[config.mk]
export PLATFORM = sky130hd
export DESIGN_NAME = pixel_writer
export DESIGN_NICKNAME = d
export VERILOG_FILES = /design/src/rtl/pixel_writer.sv
export SDC_FILE = /design/constraint.sdc
export NUM_CORES = 1
export LEC_CHECK = 0
export CAP_MARGIN = 10
export CORE_MARGIN = 2
export CORE_UTILIZATION = 61
export DETAILED_ROUTE_END_ITERATION = 10
export PLACE_DENSITY = 0.79
export SYNTH_ARGS = -nofsm -noshare
export SYNTH_HDL_FRONTEND = slang
export SYNTH_SLANG_ARGS = --single-unit
[constraint.sdc]
create_clock -name clk -period 6.2 [get_ports clk]
set_input_delay 0.62 -clock clk [delete_from_list [all_inputs] [get_ports clk]]
set_output_delay 0.62 -clock clk [all_outputs]
set_load 0.05 [all_outputs]
[src/rtl/pixel_writer.sv]
// pixel_writer: FIFO-buffered frame-store writer with double-buffer bank swap; define PIXEL_CLIP_EN to drop off-screen pixels.
// Latency 2 cycles pixel_in_flag->mem_we; mem_we held until mem_ack; a full FIFO drops the pixel and sets sticky overflow.
module pixel_writer #(
   parameter int FIFO_DEPTH = 16,
   parameter int H_RES      = 640,
   parameter int V_RES      = 480
) (
   input  logic        clk,
   input  logic        reset,
   input  logic [17:0] pixel_in,
   input  logic [9:0]  pixel_x,
   input  logic [8:0]  pixel_y,
   input  logic        pixel_in_flag,
   input  logic        frame_flag,
   output logic [19:0] mem_addr,
   output logic [17:0] mem_data,
   output logic        mem_we,
   input  logic        mem_ack,
   output logic        display_bank,
   output logic        overflow
);
   localparam int AW = $clog2(FIFO_DEPTH);
   localparam logic [AW:0] PTR_ONE = 1;
   localparam logic [31:0] H_LIM = H_RES;
   localparam logic [31:0] V_LIM = V_RES;

   typedef struct packed {
      logic        bank;
      logic [18:0] addr;
      logic [17:0] pix;
   } entry_t;

   typedef enum logic {IDLE, WRITE} state_t;

   entry_t      fifo_mem [FIFO_DEPTH];
   entry_t      push_entry;
   entry_t      head;
   logic [AW:0] wr_ptr;
   logic [AW:0] rd_ptr;
   logic [AW:0] swap_marker;
   logic        write_bank;
   logic        swap_pending;
   state_t      state;
   state_t      state_nxt;
   logic        fifo_empty;
   logic        fifo_full;
   logic        in_frame;
   logic        pix_ok;
   logic        push;
   logic        pop;
   logic        swap_take;
   logic        swap_done;
   logic        bank_nxt;
   logic [18:0] pix_addr;

   assign fifo_empty = (wr_ptr == rd_ptr);
   assign fifo_full  = (wr_ptr[AW] != rd_ptr[AW]) && (wr_ptr[AW-1:0] == rd_ptr[AW-1:0]);

   assign in_frame = ({22'd0, pixel_x} < H_LIM) && ({23'd0, pixel_y} < V_LIM);
`ifdef PIXEL_CLIP_EN
   assign pix_ok = in_frame;
`else
   logic unused_in_frame;
   assign unused_in_frame = in_frame;
   assign pix_ok = 1'b1;
`endif

   // Row-major address, deliberately truncated to the 19-bit bank span.
   assign pix_addr = 19'(pixel_y) * 19'(H_RES) + 19'(pixel_x);

   assign pop       = (state == IDLE) && !fifo_empty;
   assign push      = pixel_in_flag && pix_ok && (!fifo_full || pop);
   assign swap_take = frame_flag && !swap_pending;
   assign bank_nxt  = swap_take ? ~write_bank : write_bank;
   // Old frame is fully written once the reader reaches the marker with nothing in flight.
   assign swap_done = swap_pending && (rd_ptr == swap_marker) && (state == IDLE) && !pop;

   assign push_entry = '{bank: bank_nxt, addr: pix_addr, pix: pixel_in};
   assign head       = fifo_mem[rd_ptr[AW-1:0]];

   always_ff @(posedge clk) begin
      if (push) begin
         fifo_mem[wr_ptr[AW-1:0]] <= push_entry;
      end
   end

   always_ff @(posedge clk) begin
      if (reset) begin
         state <= IDLE;
      end else begin
         state <= state_nxt;
      end
   end

   always_comb begin
      state_nxt = state;
      unique case (state)
         IDLE:    if (pop) state_nxt = WRITE;
         WRITE:   if (mem_ack) state_nxt = IDLE;
         default: state_nxt = IDLE;
      endcase
   end

   always_ff @(posedge clk) begin
      if (reset) begin
         mem_we   <= 1'b0;
         mem_addr <= '0;
         mem_data <= '0;
      end else if (pop) begin
         mem_we   <= 1'b1;
         mem_addr <= {head.bank, head.addr};
         mem_data <= head.pix;
      end else if ((state == WRITE) && mem_ack) begin
         mem_we <= 1'b0;
      end
   end

   always_ff @(posedge clk) begin
      if (reset) begin
         wr_ptr       <= '0;
         rd_ptr       <= '0;
         swap_marker  <= '0;
         write_bank   <= 1'b0;
         display_bank <= 1'b1;
         swap_pending <= 1'b0;
         overflow     <= 1'b0;
      end else begin
         if (push) wr_ptr <= wr_ptr + PTR_ONE;
         if (pop) rd_ptr <= rd_ptr + PTR_ONE;
         if (pixel_in_flag && pix_ok && !push) overflow <= 1'b1;
         if (swap_done) begin
            display_bank <= ~write_bank;
            swap_pending <= 1'b0;
         end else if (swap_take) begin
            write_bank   <= ~write_bank;
            swap_marker  <= wr_ptr;
            swap_pending <= 1'b1;
         end
      end
   end
endmodule
After elaboration in Yosys (flattened, before gate mapping)

Memories as Yosys holds them, arrays and structs flattened. A register that Yosys moved wholly into a read port is not among the register bits.
Index checks and enable logic that the tools add are counted.

Register bits: 21
Memory bits (writable): 608
Input bits: 42
Word-level logic and storage cells: 47
Memories kept: 1

Memories:

| name     | depth | bits a word | rd ports | clocked after memory_dff | write ports | RTL line | source |
|---|---|---|---|---|---|---|---|
| fifo_mem | 16    | 38          | 1        | 1                        | 1           | 35       | `entry_t fifo_mem [FIFO_DEPTH];` |

Add/subtract/negate cells: 3
Multiply operators: 1
Equal/unequal tests: 4
Muxes and demuxes: 8
Bitwise operators: 3
Reductions and logical operators: 18

Operators with widths:

| cell                                               | count |
|---|---|
| adder 19 x 10 -> 19 bit                            | 1 |
| multiplier 9 x 3 -> 12 bit (second input constant) | 1 |
| adder 5 x 1 -> 5 bit (second input constant)       | 2 |
| equality test 5 bit                                | 2 |
| logical AND 1 bit                                  | 9 |
| two-way mux 1 bit                                  | 7 |
| zero test 1 bit                                    | 5 |
| equality test 4 bit                                | 1 |
| inverter 1 bit                                     | 3 |
| one-hot mux 1 bit (2 select lines)                 | 1 |
| AND reduction 2 bit                                | 1 |
| nonzero test 2 bit                                 | 1 |
| OR reduction 2 bit                                 | 1 |
| logical OR 1 bit                                   | 1 |
| != test 1 bit                                      | 1 |

Depth between registers and ports, before layout

Gate-level depths: netlist (run 1).

Depth after elaboration: 7
Mapped depth: 9
Mapped depth without buffers: 9

Worst setup path after synthesis (run 1)

OpenSTA, ideal clock, no wires.

Path kind: register -> register
Start: register rd_ptr[0]
End: memory fifo_mem[3][0] (netlist bit), enable pin
Setup time: 480 ps
Arrival time: 3936 ps
Required time: 5720 ps
Setup slack: 1784 ps
Cell stages (with the launch flop): 7
Cells stage by stage: dfxtp_1 -> buf_6 -> xor2_1 -> nor4_4 -> a31oi_2 -> nand2_1 -> nor3_1

Word-level cells in the longest chain between the ends: 7
Elaborated cells on any way between the ends: 10

RTL lines:

| what                                                       | RTL line | source |
|---|---|---|
| from (decl)                                                | 39       | `logic [AW:0] rd_ptr;` |
| from (signal assigned)                                     | 129      | `if (pop) rd_ptr <= rd_ptr + PTR_ONE;` |
| equality test 5 bit or equality test 4 bit (tied branches) | 56, 57   |  |
| zero test 1 bit or logical AND 1 bit (tied branches)       | 71, 57   |  |
| logical AND 1 bit or zero test 1 bit (tied branches)       | 71, 72   |  |
| logical OR 1 bit (*)                                       | 72       | `assign push = pixel_in_flag && pix_ok && (!fifo_full \|\| pop);` |
| logical AND 1 bit (*)                                      | 72       |  |
| two-way mux 1 bit (*)                                      | 82       | `if (push) begin` |
| two-way mux 1 bit (not written as such) (*)                | 83       | `fifo_mem[wr_ptr[AW-1:0]] <= push_entry;` |
| to (decl)                                                  | 35       |  |

Every way passes the cells marked *; elsewhere a longest branch is shown, timed or not.

Worst setup path after layout (run 1)

Start: register rd_ptr[0]
End: memory fifo_mem[13][25] (netlist bit), enable pin

The elaborated chain is that of the path after synthesis.

==> results.md, run 1 <==
* Count of synthesis-stage warnings from yosys at 0
* Grt ovf at 0
* Cell type of the slowest stage on the worst timing path: dfxtp_4
* Nets at 1387
* Transition time at the pin with the least slew margin at 1.24 ns
* Number of ports placed on the die boundary at 83
* Number of flops mapped to enable cells by yosys at 608
* Worst R2R Start: rd_ptr[0]
* Most common cell after layout, fill and taps aside: edfxtp_1
* Total number of placement rows at 75
* Share of the yosys chip area belonging to registers at 74.1%
* Non-Filler Cell Area, Final at 29800 um^2
* Clock Sinks at 667
* Number of buffer and inverter instances along the worst setup path at 1
* Critical path's largest stage delay at 0.94 ns
* Min cycle time layout at 3.89 ns
* Clock H-tree levels at 3
* IO Port Bufs at 82
* Critical path launch point type: flip-flop
* Starting density of the core at 62.1%
* Final Hold Violating Endpoints at 0
* Aggregate negative setup slack at 0 ns
* Maximum vdd ir drop at 0.000252 V
* Synth async-reset ratio at 0%
* Hold Path Origin: mem_data[11]
* Routed met1 length at 21600 um
* Seq. cell area at 19500 um^2
* Post-CTS setup buffer count at 0
* Number of standard cells after synthesis at 1200
* Max clock buf depth at 3
* Final setup violation count at 0
* Cell count after placement at 1790
* Type of destination of the critical path: flip-flop
* Final Slew Violations at 0
* Mean area per synthesized cell at 21.9 um^2
* CTS tree: built
* Required arrival time at the worst endpoint at 6.46 ns
* CP cell instances: xor2_1 -> nor4_4 -> a31oi_2 -> nand2_1 -> nor2_4 -> buf_4
* Count of state elements after synthesis at 667
* Post-cts resize count at 0
* Met2 wire length at 28100 um
* Area growth from synthesis to layout at 13.6%
* Leakage power at 9.57 nW
* Post-detailed-route count of antenna-violating nets at 0
* Multi-input combinational cell area at 6210 um^2
* Number of design-rule violations left by the first detailed-router iteration at 1388
* Uppermost layer routed: met4
* CTS hold repair buffers at 0
* Worst-case headroom to the max-slew limit at 16.7%
* Maximum number of pins on one net before global-route repair at 111
* Number of antenna violations at the first check in global routing at 0
* Post-Layout Cell Count at 1912
* Number of unique standard cell types used by synthesis at 43
* Detail-routed via count per cell at 6.54
* Width of the die at 211 um
* Power density over the cells at 391 nW/um^2
* Main synth FF type: edfxtp_1
* Register-to-register path setup slack at 2.31 ns
* Insertion delay to the later sink of the worst-skew pair at 0.60 ns
* Final HPWL from detailed placement at 27000 um
* Wirelength, routed at 56100 um
* Arrival time of the worst setup path at 4.14 ns
* Number of global-route vias before repair at 12700
* Critical path startpoint: rd_ptr[0]
* Core region area at 42200 um^2
* Skew final at 0.0192 ns
* Post-synthesis instance area at 26200 um^2
* CTS Buf Count at 66
* Cell types occupying the most area after synthesis: edfxtp_1 70%, mux4_2 9.7%, mux4_1 7.7%
* Global-route wire length before repair at 82200 um
* Routed WL per cell at 29.3 um
* Met3 Routed Length at 4880 um
* Placed Area at 27600 um^2
* First-pass iteration count of the detailed router at 5
* GR Util All Layers at 26.0%
* Die Y at 211 um
* Reported max-cap violation count at 0
* Final RePlAce weighted congestion at 0.740
* Max Clock Freq at 257 MHz
* Antenna diode count at 0
* Highest fanout seen on the critical path at 48
* Total via count in the routed design at 12500
* Number of filler instances in the final layout at 2405
* Area enclosed by the die boundary at 44700 um^2
* Final clock period utilization by the worst path at 62.7%
* Run status: completed
* Number of remaining DRC errors at 0
* Top library cells by usage in the layout, fill and taps aside: 608 x edfxtp_1, 113 x mux4_2, 82 x clkdlybuf4s50_1
* Type of the setup path with the least slack: reg2reg
* Post-Synthesis Net Count at 1266
* Clock-pin transition on the worst setup and hold timing paths at 0.06 ns
* Worst min path class: reg2reg
* Share of final-layout standard cells stronger than drive strength 1 at 20.0%
* Cell family with the largest share of critical-path delay: simple AND/OR/NAND/NOR gates
* Clk root buf: clkbuf_16
* Area leader, netlist: edfxtp_1
* Setup repair after global routing missed its margin: no
* Portion of synthesized cell area occupied by the leading cell type at 69.6%
* Final hold slack at 0.440 ns
* Post-layout power at 11.7 mW
## tightest hold or removal path, stage by stage, from the launching register on
cell and delay, ns:
dfxtp_1 0.31, nand2_1 0.05, o21ai_1 0.05
## cell families (layout without fill, tap and decap cells)
logic type,Yosys count,count (layout),synth area share [%]
simple gates,110,110,1.86
xor+xnor,35,35,1.17
buf+inv,107,280,2.68
fa+ha+maj,24,24,1.20
mux,196,196,17.6
flops,667,667,74.1
compound gates,61,61,1.36
## stage by stage
step / utilization (%) / setup slack, ns
finish: 70.6 / 2.31
CTS: 70.5 / 2.31
global route: 70.6 / 2.10
global placement: 65.3 / 2.16
detailed placement: 65.3 / 2.02
floorplan: - / 1.78
## final timing paths
kind,depth (start not counted),endpoint
hold / removal,2,mem_data[11]
setup reg to reg,6,fifo_mem[13][25]
hold reg to reg,2,mem_data[11]
setup / recovery,6,fifo_mem[13][25]
## routing by layer
layer / global-route usage (%) / vias to the layer above
met4: 9.57 / 0
met2: 42.2 / 687
met1: 36.1 / 6485
met3: 4.97 / 110
li1: - / 5221
met5: 0 / -
## final cells by class
cell class / instances / area share, %
Clock buffer: 81 / 6.00
Clock inverter: 39 / 1.41
Inverter: 49 / 0.617
Multi-Input combinational cell: 426 / 20.8
Sequential cell: 667 / 65.3
Tap cell: 539 / 2.26
Timing Repair Buffer: 111 / 3.61
## synthesized netlist by cell type, drive strengths merged, types with 2 or more instances
master  count
a21o        2
a21oi       7
xor2       18
mux4      190
o21bai      2
fa          2
mux2i       6
nor2b       5
xnor2      17
nand3       3
edfxtp    608
nor2       36
dfxtp      59
o21ai      43
nor4        3
nor3        5
clkbuf     26
buf        32
inv        16
nand4       5
nand2      48
o21a        2
ha         22
nand2b      3
clkinv     33
## where the power goes
part	switching, mW	internal (mW)
registers	0.163	5.18
clock network	1.69	2.37
logic	1.26	1.00
total	3.11	8.54
## registers in the layout, summed over array words and instances, names as in the netlist
name / flops
display_bank: 1
rd_ptr: 5
mem_addr: 20
mem_data: 18
overflow: 1
write_bank: 1
swap_pending: 1
state: 1
fifo_mem: 608
wr_ptr: 5
mem_we: 1
swap_marker: 5
Power figures use the tool's default switching activity.
==> inputs of run 2 (changes only) <==
clock period = 3.6 ns   (was 6.2 ns; I/O delays follow)
==> run 2 against run 1 <==
Worst hold slack got worse by 0.048 ns. Sequential power is 70% higher. Clock power is 69% higher. Core utilization increased by 0.62 points. Largest cell class unchanged. Highest routed layer is now met5.
==> results.md, run 2 (synthesis results as in run 1) <==
* Run status: completed (unchanged)
* Placed Area at 27900 um^2 (was 27600 um^2)
* Critical path's largest stage delay at 0.83 ns (was 0.94 ns)
* Worst min path class: in2reg (was reg2reg)
* Maximum vdd ir drop at 0.000438 V (was 0.000252 V)
* Worst R2R Start: wr_ptr[3] (was rd_ptr[0])
* Antenna diode count at 0 (unchanged)
* CP cell instances: clkdlybuf4s50_1 -> ha_1 -> ha_1 -> fa_1 -> a21oi_1 -> nor2_1 -> a211oi_1 -> xnor2_1 -> nand4_1 -> xor2_1 (was xor2_1 -> nor4_4 -> a31oi_2 -> nand2_1 -> nor2_4 -> buf_4)
* CTS tree: built (unchanged)
* Arrival time of the worst setup path at 3.61 ns (was 4.14 ns)
* Starting density of the core at 62.1% (unchanged)
* Number of design-rule violations left by the first detailed-router iteration at 1281 (was 1388)
* Clock H-tree levels at 3 (unchanged)
* Post-detailed-route count of antenna-violating nets at 0 (unchanged)
* Type of destination of the critical path: flip-flop (unchanged)
* Final clock period utilization by the worst path at 93.7%
* Min cycle time layout at 3.37 ns
* Grt ovf at 0 (unchanged)
* Setup repair after global routing missed its margin: no (unchanged)
* Number of buffer and inverter instances along the worst setup path at 1 (unchanged)
* Cell family with the largest share of critical-path delay: XOR/XNOR gates (was simple AND/OR/NAND/NOR gates)
* Cell type of the slowest stage on the worst timing path: xor2_1 (was dfxtp_4)
* Number of filler instances in the final layout at 2365 (was 2405)
* CTS Buf Count at 66 (unchanged)
* Detail-routed via count per cell at 6.53 (was 6.54)
* Global-route wire length before repair at 84300 um (was 82200 um)
* Aggregate negative setup slack at 0 ns (unchanged)
* Post-cts resize count at 0 (unchanged)
* Clk root buf: clkbuf_16 (unchanged)
* Required arrival time at the worst endpoint at 3.84 ns (was 6.46 ns)
* GR Util All Layers at 26.5% (was 26.0%)
* R2R cell count at 6 (unchanged)
* Register-to-register path setup slack at 0.38 ns (was 2.31 ns)
* Final Hold Violating Endpoints at 0 (unchanged)
* First-pass iteration count of the detailed router at 5 (unchanged)
* Area enclosed by the die boundary at 44700 um^2 (unchanged)
* Final setup violation count at 0 (unchanged)
* Final RePlAce weighted congestion at 0.739 (was 0.740)
* Number of remaining DRC errors at 0 (unchanged)
* Post-CTS setup buffer count at 0 (unchanged)
* Number of gates on the worst path with buffers counted at 10 (was 6)
* Maximum number of pins on one net before global-route repair at 157 (was 111)
* End of the worst register-to-register path: fifo_mem[13][25] (unchanged)
* Share of final-layout standard cells stronger than drive strength 1 at 20.2% (was 20.0%)
* IO Port Bufs at 82 (unchanged)
* Capture endpoint of the worst hold path: swap_pending (was mem_data[11])
* Instance count along the most critical hold path at 3 (was 2)
* CTS hold repair buffers at 0 (unchanged)
* Most repeated library cell on the critical path: ha_1
* Power density over the cells at 666 nW/um^2 (was 391 nW/um^2)
* Type of the setup path with the least slack: in2reg (was reg2reg)
* Final Slew Violations at 0 (unchanged)
* Final HPWL from detailed placement at 28600 um (was 27000 um)
* Leakage power at 9.67 nW (was 9.57 nW)
* Highest fanout seen on the critical path at 16 (was 48)
* Reported max-cap violation count at 0 (unchanged)
* Max Clock Freq at 297 MHz
* Number of global-route vias before repair at 13200 (was 12700)
* Clock-pin transition on the worst setup and hold timing paths at 0.06 ns (about the same)
* Largest register FFs at 608 (unchanged)
* Total number of placement rows at 75 (unchanged)
* Width of the die at 211 um (unchanged)
* Top library cells by usage in the layout, fill and taps aside: 608 x edfxtp_1, 113 x mux4_2, 82 x clkdlybuf4s50_1 (unchanged)
* Nets at 1411 (was 1387)
* Routed WL per cell at 29.3 um (about the same)
* Skew final at 0.0120 ns (was 0.0192 ns)
* Insertion delay to the later sink of the worst-skew pair at 0.58 ns (was 0.60 ns)
* Hold Path Origin: frame_flag (was mem_data[11])
* Transition time at the pin with the least slew margin at 1.16 ns (was 1.24 ns)
* Most common cell after layout, fill and taps aside: edfxtp_1 (unchanged)
* Area growth from synthesis to layout at 14.6% (was 13.6%)
* Max clock buf depth at 3 (unchanged)
* Number of antenna violations at the first check in global routing at 1 (was 0)
* Wirelength, routed at 56800 um (was 56100 um)
* Die Y at 211 um (unchanged)
* Non-Filler Cell Area, Final at 30100 um^2 (was 29800 um^2)
* Clock Sinks at 667 (unchanged)
* Number of ports placed on the die boundary at 83 (unchanged)
* Critical path launch point type: input pin (was flip-flop)
* Core region area at 42200 um^2 (unchanged)
* Total via count in the routed design at 12600 (was 12500)
* Worst-case headroom to the max-slew limit at 21.9% (was 16.7%)
[run 2: cell types whose count changed in the layout (fill, tap and decap cells not counted), moves of 2 or more]
| cell | delta |
|---|---|
| nor3_4 | +4 |
| clkinvlp_4 | -4 |
| buf_4 | +15 |
| buf_12 | +9 |
| clkbuf_1 | +15 |
| clkinv_8 | -3 |
| clkinv_2 | -7 |
| inv_6 | -2 |
| clkbuf_16 | +3 |
| nor3_2 | -4 |
| clkbuf_8 | -2 |
[run 2: cell type report]
class                      instances  area (um^2)  area share (%)
inverter                          49          184           0.612
clock inverter                    23          268           0.890
multi-input combinational        426         6230            20.7
clock buffer                      97         1890            6.30
timing repair buffer             135         1370            4.55
tap                              539          674            2.24
sequential                       667        19500            64.7
[run 2: metrics by stage]
step	cells	hold slack, ns	utilization, %	total power [mW]	setup slack, ns
after floorplan	1200	0.459	-	12.3	0.199
after global placement	1814	0.433	66.1	13.2	-0.0952
after detailed placement	1814	0.438	66.1	13.3	-0.401
after CTS	1934	0.364	71.2	20.2	0.212
after global routing	1936	0.437	71.2	20.7	0.0246
final	1936	0.392	71.2	20.0	0.228
[run 2: report_power, final]
group          total, mW  leakage [nW]  switching [mW]  internal (mW)
clock               6.85          1.05            2.76           4.09
combinational       4.10          2.63            2.32           1.78
sequential          9.09          5.98           0.168           8.92
[run 2: how the worst max path moves through the flow]
stage,startpoint,end,slack [ns]
floorplan,rd_ptr[0],fifo_mem[7][0],0.20
global placement,pixel_y[1],fifo_mem[4][35],-0.1
detailed placement,pixel_y[1],fifo_mem[5][35],-0.40
CTS,pixel_y[1],fifo_mem[5][35],0.21
global route,pixel_y[1],fifo_mem[14][34],0.02
finish,pixel_y[1],fifo_mem[5][35],0.23
[run 2: worst reg2reg max path, stage by stage, from the launching register on]
cell and delay (ns):
dfxtp_1 0.77, xor2_1 0.29, nor4_4 0.11, a31oi_2 0.47, nand2_1 0.38, nor2_4 0.61, buf_12 0.28
[run 2: routing by layer]
metal | GRT usage [%] | routed length, um | vias up
met2 | 43.8 | 28800 | 721
met4 | 10.0 | 1580 | 2
li1 | - | - | 5253
met1 | 35.6 | 21300 | 6553
met5 | 0 | 13 | -
met3 | 5.34 | 5100 | 117
==> inputs of run 3 (changes only) <==
CORE_MARGIN = unset   (was 2)
PLACE_DENSITY = unset   (was 0.79)
PLACE_DENSITY_LB_ADDON = 0.08   (was unset)
==> run 3 against run 2 <==
Critical path depth unchanged. Critical endpoint is now fifo_mem[10][34]. Clock power is 4.5% higher. Highest routed layer is now met4. Routed wire length decreased by 7.0%. Register-to-register slack better by 0.38 ns. Largest power group unchanged.
==> results.md, run 3 (synthesis results as in run 1) <==
* R2R cell count at 6 (unchanged)
* Total number of placement rows at 75 (unchanged)
* Type of destination of the critical path: flip-flop (unchanged)
* Share of final-layout standard cells stronger than drive strength 1 at 20.8% (was 20.2%)
* Worst min path class: in2reg (unchanged)
* Leakage power at 9.77 nW (was 9.67 nW)
* Antenna diode count at 0 (unchanged)
* Post-layout power at 20.3 mW (was 20.0 mW)
* Worst setup margin at 0.348 ns (was 0.228 ns)
* Grt ovf at 0 (unchanged)
* Final HPWL from detailed placement at 27200 um (was 28600 um)
* Final Hold Violating Endpoints at 0 (unchanged)
* Final RePlAce weighted congestion at 0.722 (was 0.739)
* Highest fanout seen on the critical path at 16 (unchanged)
* Power density over the cells at 669 nW/um^2 (was 666 nW/um^2)
* Number of design-rule violations left by the first detailed-router iteration at 1232 (was 1281)
* Run status: completed (unchanged)
* Routed WL per cell at 27.2 um (was 29.3 um)
* Skew final at 0.0193 ns (was 0.0120 ns)
* CTS Buf Count at 69 (was 66)
* Die Y at 209 um (was 211 um)
* Most common cell after layout, fill and taps aside: edfxtp_1 (unchanged)
* Type of the setup path with the least slack: in2reg (unchanged)
* Clock H-tree levels at 3 (unchanged)
* Area enclosed by the die boundary at 43800 um^2 (was 44700 um^2)
* Number of global-route vias before repair at 12400 (was 13200)
* Clk root buf: clkbuf_16 (unchanged)
* Global-route wire length before repair at 79500 um (was 84300 um)
* CTS tree: built (unchanged)
* Post-detailed-route count of antenna-violating nets at 0 (unchanged)
* Clock Sinks at 667 (unchanged)
* Final setup violation count at 0 (unchanged)
* Post-Layout Cell Count at 1944 (was 1936)
* IO Port Bufs at 82 (unchanged)
* Required arrival time at the worst endpoint at 3.83 ns (was 3.84 ns)
* Starting density of the core at 62.1% (unchanged)
* Nets at 1418 (was 1411)
* Maximum vdd ir drop at 0.000422 V (was 0.000438 V)
* Number of remaining DRC errors at 0 (unchanged)
* Clock-pin transition on the worst setup and hold timing paths at 0.05 ns (was 0.06 ns)
* Number of ports placed on the die boundary at 83 (unchanged)
* Final Slew Violations at 0 (unchanged)
* Maximum number of pins on one net before global-route repair at 157 (unchanged)
* First-pass iteration count of the detailed router at 5 (unchanged)
* Post-cts resize count at 0 (unchanged)
* Arrival time of the worst setup path at 3.48 ns (was 3.61 ns)
* Register-to-register path setup slack at 0.76 ns (was 0.38 ns)
* Width of the die at 209 um (was 211 um)
* Worst-case headroom to the max-slew limit at 23.9% (was 21.9%)
* Detail-routed via count per cell at 6.31 (was 6.53)
* Cell count after placement at 1820 (was 1814)
* Insertion delay to the later sink of the worst-skew pair at 0.58 ns (about the same)
* Reported max-cap violation count at 0 (unchanged)
* Max Clock Freq at 307 MHz (was 297 MHz)
* Number of antenna violations at the first check in global routing at 0 (was 1)
* Pre-CTS setup slack at -0.317 ns (was -0.401 ns)
* Final clock period utilization by the worst path at 90.3% (was 93.7%)
* Top library cells by usage in the layout, fill and taps aside: 608 x edfxtp_1, 113 x mux4_2, 82 x clkdlybuf4s50_1 (unchanged)
* Largest register FFs at 608 (unchanged)
* GR Util All Layers at 25.3% (was 26.5%)
* Post-CTS setup buffer count at 0 (unchanged)
* Transition time at the pin with the least slew margin at 1.13 ns (was 1.16 ns)
* Min cycle time layout at 3.25 ns (was 3.37 ns)
* CTS hold repair buffers at 0 (unchanged)
* Instance count along the most critical hold path at 3 (unchanged)
* Setup repair after global routing missed its margin: no (unchanged)
* Critical path launch point type: input pin (unchanged)
* Total via count in the routed design at 12300 (was 12600)
* Max clock buf depth at 3 (unchanged)
* Area growth from synthesis to layout at 15.5% (was 14.6%)
* Wirelength, routed at 52800 um (was 56800 um)
* Core region area at 42200 um^2 (unchanged)
run 3: report_power, final:
part           internal (mW)  total [mW]  switching, mW  leakage, nW
logic                   1.77        4.03           2.26         2.67
registers               8.92        9.07          0.153         5.98
clock network           4.38        7.16           2.78         1.11
run 3: stage by stage:
stage | setup TNS (ns) | hold slack, ns | instance area (um^2) | utilization (%)
after floorplan | 0 | 0.459 | 26300 | -
after global placement | -5.42 | 0.433 | 28000 | 66.3
after detailed placement | -13.86 | 0.436 | 28000 | 66.3
after CTS | 0 | 0.365 | 30300 | 71.7
after global routing | 0 | 0.392 | 30300 | 71.8
final | 0 | 0.389 | 30300 | 71.8
run 3: worst max-delay path, cell delays in order:
cell and delay (ns):
clkdlybuf4s50_1 0.49, ha_1 0.24, ha_1 0.21, fa_1 0.44, a21oi_1 0.21, nor2_1 0.07, a211oi_1 0.33, xnor2_1 0.14
buf_4 0.15, xnor2_1 0.84
run 3: layer usage:
layer / GRT usage, % / up-vias / wire (um)
met5: 0 / - / 0
met4: 6.57 / 0 / 1060
met3: 4.11 / 79 / 3100
met2: 40.4 / 404 / 26200
met1: 37.1 / 6485 / 22500
li1: - / 5290 / -
run 3: final timing paths:
check	from	end
worst max-delay path	pixel_y[3]	fifo_mem[10][34]
worst min register to register	mem_data[10]	mem_data[10]
worst min-delay path	frame_flag	swap_pending
worst max register to register	wr_ptr[0]	fifo_mem[8][13]
run 3: cell type report:
| cell class | count | area (um^2) |
|---|---|---|
| timing repair buffer | 139 | 1460 |
| inverter | 49 | 184 |
| sequential | 667 | 19500 |
| clock buffer | 97 | 1920 |
| fill | 2509 | 11900 |
| clock inverter | 27 | 364 |
| multi-input combinational | 426 | 6240 |
| tap | 539 | 674 |
